$ cat config.mk
export PLATFORM = sky130hd
export DESIGN_NAME = dac_spi_tx
export DESIGN_NICKNAME = d
export VERILOG_FILES = /design/src/rtl/dac_spi_tx.sv
export SDC_FILE = /design/constraint.sdc
export NUM_CORES = 1
export LEC_CHECK = 0
export ABC_AREA = 1
export ABC_CLOCK_PERIOD_IN_PS = 1400
export CORE_ASPECT_RATIO = 0.7
export CORE_MARGIN = 2
export CORE_UTILIZATION = 45
export DETAILED_ROUTE_END_ITERATION = 7
export GPL_ROUTABILITY_DRIVEN = 0
export PLACE_DENSITY = 0.77
export SLEW_MARGIN = 40
export SYNTH_ARGS = -nofsm -noshare
export SYNTH_HDL_FRONTEND = slang
export SYNTH_SLANG_ARGS = --single-unit
export TNS_END_PERCENT = 10
$ cat constraint.sdc
create_clock -name clk_i -period 1.4 [get_ports clk_i]
set_input_delay 0.21 -clock clk_i [delete_from_list [all_inputs] [get_ports clk_i]]
set_output_delay 0.21 -clock clk_i [all_outputs]
set_load 0.005 [all_outputs]
$ cat src/rtl/dac_spi_tx.sv
// dac_spi_tx
// ----------
// Serial DAC driver. Accepts one 8-bit sample per frame from the DDS sample
// stream and shifts the 16-bit word {CTRL_NIBBLE, sample, 4'b0000} out
// MSB first as SPI mode 0 (CPOL=0, CPHA=0). A continuously valid source is
// decimated to the frame rate because a sample is only taken at accept time.
//
// Parameters
//   CLK_DIV      system clocks per SCLK half-period (>=1)
//   CS_HIGH      minimum clocks cs_n stays high between frames (>=1)
//   CTRL_NIBBLE  constant placed in frame bits [15:12]
//
// Ports
//   clk_i           system clock, rising edge
//   rst_i           synchronous active-high reset
//   sample_i        DAC sample code
//   sample_valid_i  sample_i valid (may be tied high)
//   sample_ready_o  block accepts a sample this cycle
//   spi_cs_n_o      DAC chip select, active low
//   spi_sclk_o      SPI clock, idles low
//   spi_mosi_o      serial data, changes on SCLK falling edges
//   frame_done_o    one-cycle pulse after the last high phase of a frame
//   busy_o          high from accept until back in IDLE (= ~sample_ready_o)
//
// All outputs are registered.

module dac_spi_tx #(
  parameter int         CLK_DIV     = 2,
  parameter int         CS_HIGH     = 4,
  parameter logic [3:0] CTRL_NIBBLE = 4'h0
) (
  input  logic       clk_i,
  input  logic       rst_i,
  input  logic [7:0] sample_i,
  input  logic       sample_valid_i,
  output logic       sample_ready_o,
  output logic       spi_cs_n_o,
  output logic       spi_sclk_o,
  output logic       spi_mosi_o,
  output logic       frame_done_o,
  output logic       busy_o
);

  // One counter serves both the SCLK phase timing and the CS-high hold,
  // so it is sized for the larger of the two terminal counts.
  localparam int CNT_MAX = (CLK_DIV > CS_HIGH) ? CLK_DIV : CS_HIGH;
  localparam int CNT_W   = (CNT_MAX > 1) ? $clog2(CNT_MAX) : 1;

  localparam logic [CNT_W-1:0] DIV_LAST = CNT_W'(CLK_DIV - 1);
  localparam logic [CNT_W-1:0] CS_LAST  = CNT_W'(CS_HIGH - 1);
  localparam logic [CNT_W-1:0] CNT_ONE  = CNT_W'(1);

  typedef enum logic [1:0] {
    IDLE  = 2'd0,
    SETUP = 2'd1,
    SHIFT = 2'd2,
    HOLD  = 2'd3
  } state_t;

  state_t           state_q, state_d;
  logic [CNT_W-1:0] cnt_q,   cnt_d;
  logic [3:0]       bit_q,   bit_d;     // completed high phases, 0..15
  logic [14:0]      shift_q, shift_d;   // bits still to send after the MSB
  logic             ready_q, ready_d;
  logic             cs_n_q,  cs_n_d;
  logic             sclk_q,  sclk_d;
  logic             mosi_q,  mosi_d;
  logic             done_q,  done_d;
  logic             busy_q,  busy_d;

  logic [15:0] word;
  logic        cnt_wrap;

  assign word     = {CTRL_NIBBLE, sample_i, 4'b0000};
  assign cnt_wrap = (cnt_q == DIV_LAST);

  always_comb begin
    state_d = state_q;
    cnt_d   = cnt_q;
    bit_d   = bit_q;
    shift_d = shift_q;
    ready_d = ready_q;
    cs_n_d  = cs_n_q;
    sclk_d  = sclk_q;
    mosi_d  = mosi_q;
    busy_d  = busy_q;
    done_d  = 1'b0;

    case (state_q)
      IDLE: begin
        if (sample_valid_i && ready_q) begin
          // The MSB goes straight onto the wire; the rest waits in shift_q.
          shift_d = word[14:0];
          mosi_d  = word[15];
          cs_n_d  = 1'b0;
          ready_d = 1'b0;
          busy_d  = 1'b1;
          cnt_d   = '0;
          bit_d   = 4'd0;
          state_d = SETUP;
        end
      end

      SETUP: begin
        // cs_n-to-first-rise setup time, one half-period.
        if (cnt_wrap) begin
          cnt_d   = '0;
          sclk_d  = 1'b1;
          state_d = SHIFT;
        end else begin
          cnt_d = cnt_q + CNT_ONE;
        end
      end

      SHIFT: begin
        if (cnt_wrap) begin
          cnt_d = '0;
          if (sclk_q) begin
            sclk_d = 1'b0;
            if (bit_q == 4'd15) begin
              // End of the 16th high phase: close the frame without a
              // further data update.
              cs_n_d  = 1'b1;
              mosi_d  = 1'b0;
              done_d  = 1'b1;
              state_d = HOLD;
            end else begin
              // Data changes on the falling edge so it is stable a full
              // half-period either side of the next rising edge.
              mosi_d  = shift_q[14];
              shift_d = {shift_q[13:0], 1'b0};
              bit_d   = bit_q + 4'd1;
            end
          end else begin
            sclk_d = 1'b1;
          end
        end else begin
          cnt_d = cnt_q + CNT_ONE;
        end
      end

      HOLD: begin
        if (cnt_q == CS_LAST) begin
          cnt_d   = '0;
          ready_d = 1'b1;
          busy_d  = 1'b0;
          state_d = IDLE;
        end else begin
          cnt_d = cnt_q + CNT_ONE;
        end
      end

      default: begin
        state_d = IDLE;
      end
    endcase
  end

  always_ff @(posedge clk_i) begin
    if (rst_i) begin
      // Abandons any frame in flight, including the latched word.
      state_q <= IDLE;
      cnt_q   <= '0;
      bit_q   <= 4'd0;
      shift_q <= '0;
      ready_q <= 1'b1;
      cs_n_q  <= 1'b1;
      sclk_q  <= 1'b0;
      mosi_q  <= 1'b0;
      done_q  <= 1'b0;
      busy_q  <= 1'b0;
    end else begin
      state_q <= state_d;
      cnt_q   <= cnt_d;
      bit_q   <= bit_d;
      shift_q <= shift_d;
      ready_q <= ready_d;
      cs_n_q  <= cs_n_d;
      sclk_q  <= sclk_d;
      mosi_q  <= mosi_d;
      done_q  <= done_d;
      busy_q  <= busy_d;
    end
  end

  assign sample_ready_o = ready_q;
  assign spi_cs_n_o     = cs_n_q;
  assign spi_sclk_o     = sclk_q;
  assign spi_mosi_o     = mosi_q;
  assign frame_done_o   = done_q;
  assign busy_o         = busy_q;

endmodule

==> out/results.ini, run 1 <==
[worst_setup_path]
path_buf_inv=3
max_stage_delay_ns=0.37
cp_top_family=buffers and inverters
required_ns=1.60
cp_common_cell=buf_4
crit_arrival_ns=1.60
r2r_start=state_q[1]$_SDFFE_PP0P_
crit_slowest_cell=dfxtp_4
cp_cell_sequence=buf_4 -> ha_4 -> nand2_4 -> buf_4 -> buf_4 -> nand4_1 -> a21oi_2
r2r_slack_ns=-0.003
rr_worst_depth=7
end_kind=flip-flop
path_class=reg2reg
rr_endpoint=shift_q[4]$_SDFFE_PP0P_
path_max_fanout=4
worstSetupStartpointType=flip-flop

[timing]
hold_violations=0
setup_slack_ns=-0.00287
layout_worst_path_cycle_share_pct=100
setup-tns-final_ns=-0.00287
timing.fmax_ghz=0.713
slew_headroom_pct=75.7
finalSetupViolations=1
slew_violations=0
fin_worst_skew_ns=0.00366
tightest_slew_ns=0.364
grt_setup_unrepaired=yes
finalCriticalPeriod_ns=1.40

[power_and_ir_drop]
p_int_mw=2.15
pwr-share-seq_pct=31.0
pwr-share-clk_pct=11.7
power.switching_mw=1.52
sw_frac_of_total_pct=41.5
cellPowerDensity_nw_per_um2=1870
ir_worst_vdd_uv=838
p_leak_nw=0.839
comb_power_share_pct=57.3

[yosys]
ys_ff_latch=25
yosysWarnings=0
yosysTopAreaCell=dfxtp_1
synth.top_cell.area_share_pct=35.1
synth_cells=203
syn-num-nets=224
ys_types=28
synth_area_um2=1430
syn_area_per_cell_um2=7.02
yosys-top-cells-area=dfxtp_1, nand2_1, ha_1
yosysSeqAreaShare_pct=35.1

[layout]
nets=266
final_util_pct=63.8
instances_no_fill=282
area_growth_pct=38.0
layout_common_cells=nand2_1, buf_4, dfxtp_1
mostFrequentLayoutCell=nand2_1
drive_gt1_share_pct=27.9
diodes=0

[cts]
cts_tree=built
cts-root-buf=clkbuf_8
clk_latency_ns=0.27
htreeDepth=1
cts_made_buffers=3
clockBufferDepth=2
cts.sinks=25
clk_pin_slew_ns=0.09

[global_routing]
met1_usage_pct=29.1
grt.busiest_layer=met1
overflow=0
grtUsageMet2_pct=27.0
grt_pass1_wl_um=5510
grt_pass1_vias=1225
antenna_found_initial=0
gr-usage-met3_pct=4.54
grt_max_degree=17
grt_use_total_pct=19.0

[worst_hold_path]
hold_end=busy_o$_SDFFE_PP0P_
whs_path_depth=2
worstHoldStart=busy_o$_SDFFE_PP0P_
hp-class=reg2reg

[floorplan]
dieHeight_um=51.1
rows=17
ioPinCount=17
core_um2=3080
start_util_pct=46.2
die_area_um2=3640
die_w_um=71.3

[drt]
routed_wirelength_um=3520
post-route-drc-count=0
via_per_inst=4.98
first_iter_violations=146
vias=1404
wl_per_cell_um=12.5
drt_first_pass_iters=4
postRouteAntennaNets=0

[placement]
port_buffers=16
pre_cts_ws_ns=-0.115
dp_hpwl_um=2260
dp.cells=276

[status]
violations=setup timing
status=complete, but fails checks

[run]
drv_cap=0

## power by group through the flow
stage	Clock, mW	Sequential (mW)	Combinational [mW]
final	0.431	1.14	2.10
after global routing	0.475	1.17	2.35
after CTS	0.443	1.11	1.85
after detailed placement	0	1.12	1.78
after global placement	0	1.11	1.76
after floorplan	0	1.11	1.15
## cell usage after synthesis (all sizes together)
library cell and count:
nor3 1, o21ai 6, nand2 67, dfxtp 25, a21oi 18, or2 1
ha 10, inv 22, nor2 18, nand3 17, nand3b 1, clkinv 1
nand4 6, o211ai 2, o21a 1, buf 3, clkbuf 4
## cell type report
class,instances,area (um^2)
inverter,23,88.8
clock buffer,4,45.0
tap,38,47.5
fill,239,1120
timing repair buffer,43,367
multi-input combinational,149,910
sequential,25,509
## layer usage
| metal | vias to the layer above | routed length, um |
|---|---|---|
| li1 | 737 | - |
| met3 | 4 | 223 |
| met5 | - | 0 |
| met2 | 40 | 1560 |
| met1 | 623 | 1700 |
| met4 | 0 | 37 |
## sequential cells by signal (all words and copies together) (netlist names), 2 cells and up
name,flops
state_q,2
shift_q,11
bit_q,4
cnt_q,2
## worst reg2reg max path: stages (launching register included)
cell,delay (ns)
dfxtp_4,0.37
buf_4,0.14
ha_4,0.17
nand2_4,0.08
buf_4,0.15
buf_4,0.11
nand4_1,0.14
a21oi_2,0.17
## kinds of logic after synthesis
| group | count (synthesis) | share of synthesized area, % |
|---|---|---|
| adders and majority gates | 10 | 8.78 |
| AOI/OAI and AO/OA | 27 | 11.3 |
| DFF | 25 | 35.1 |
| buffers and inverters | 30 | 10.3 |
| and+or+nand+nor | 111 | 34.5 |
## what timing repair did
action | 4_1_cts | 5_1_grt
endpoints found under the setup margin | 21 | 23
pin swaps | 0 | 7
resized for setup | 8 | 27
gates cloned | 0 | 1
buffers inserted | 0 | 1
hold endpoints to repair | 0 | 0
hold buffers | 0 | 0
## how the worst max path moves through the flow
stage                                  from                        to  slack, ns  depth (start not counted)
detailed placement           sample_valid_i   spi_mosi_o$_SDFFE_PP0P_      -0.11                          8
finish              state_q[1]$_SDFFE_PP0P_   shift_q[4]$_SDFFE_PP0P_     -0.003                          7
CTS                 state_q[1]$_SDFFE_PP0P_   state_q[0]$_SDFFE_PP0P_      0.004                         10
global route        state_q[1]$_SDFFE_PP0P_   shift_q[4]$_SDFFE_PP0P_      -0.06                          7
floorplan           state_q[0]$_SDFFE_PP0P_  shift_q[13]$_SDFFE_PP0P_     -0.006                         10
global placement    state_q[1]$_SDFFE_PP0P_     bit_q[3]$_SDFFE_PP0P_       -0.1                          6
## through the flow
step	hold WS (ns)	power, mW	area, um^2
floorplan	0.279	2.26	1430
global placement	0.450	2.87	1770
detailed placement	0.455	2.90	1770
CTS	0.469	3.40	1850
global route	0.489	4.00	1970
finish	0.469	3.67	1970
(Power assumes the default switching activity.)
==> run 2, diff against run 1 <==
--- a/config.mk
+++ b/config.mk
@@ -6,7 +6,6 @@
 export NUM_CORES = 1
 export LEC_CHECK = 0
 export ABC_AREA = 1
-export ABC_CLOCK_PERIOD_IN_PS = 1400
 export CORE_ASPECT_RATIO = 0.7
 export CORE_MARGIN = 2
 export CORE_UTILIZATION = 45
==> results of run 2 <==
Final layout, timing and power as in run 1 (identical DEF).
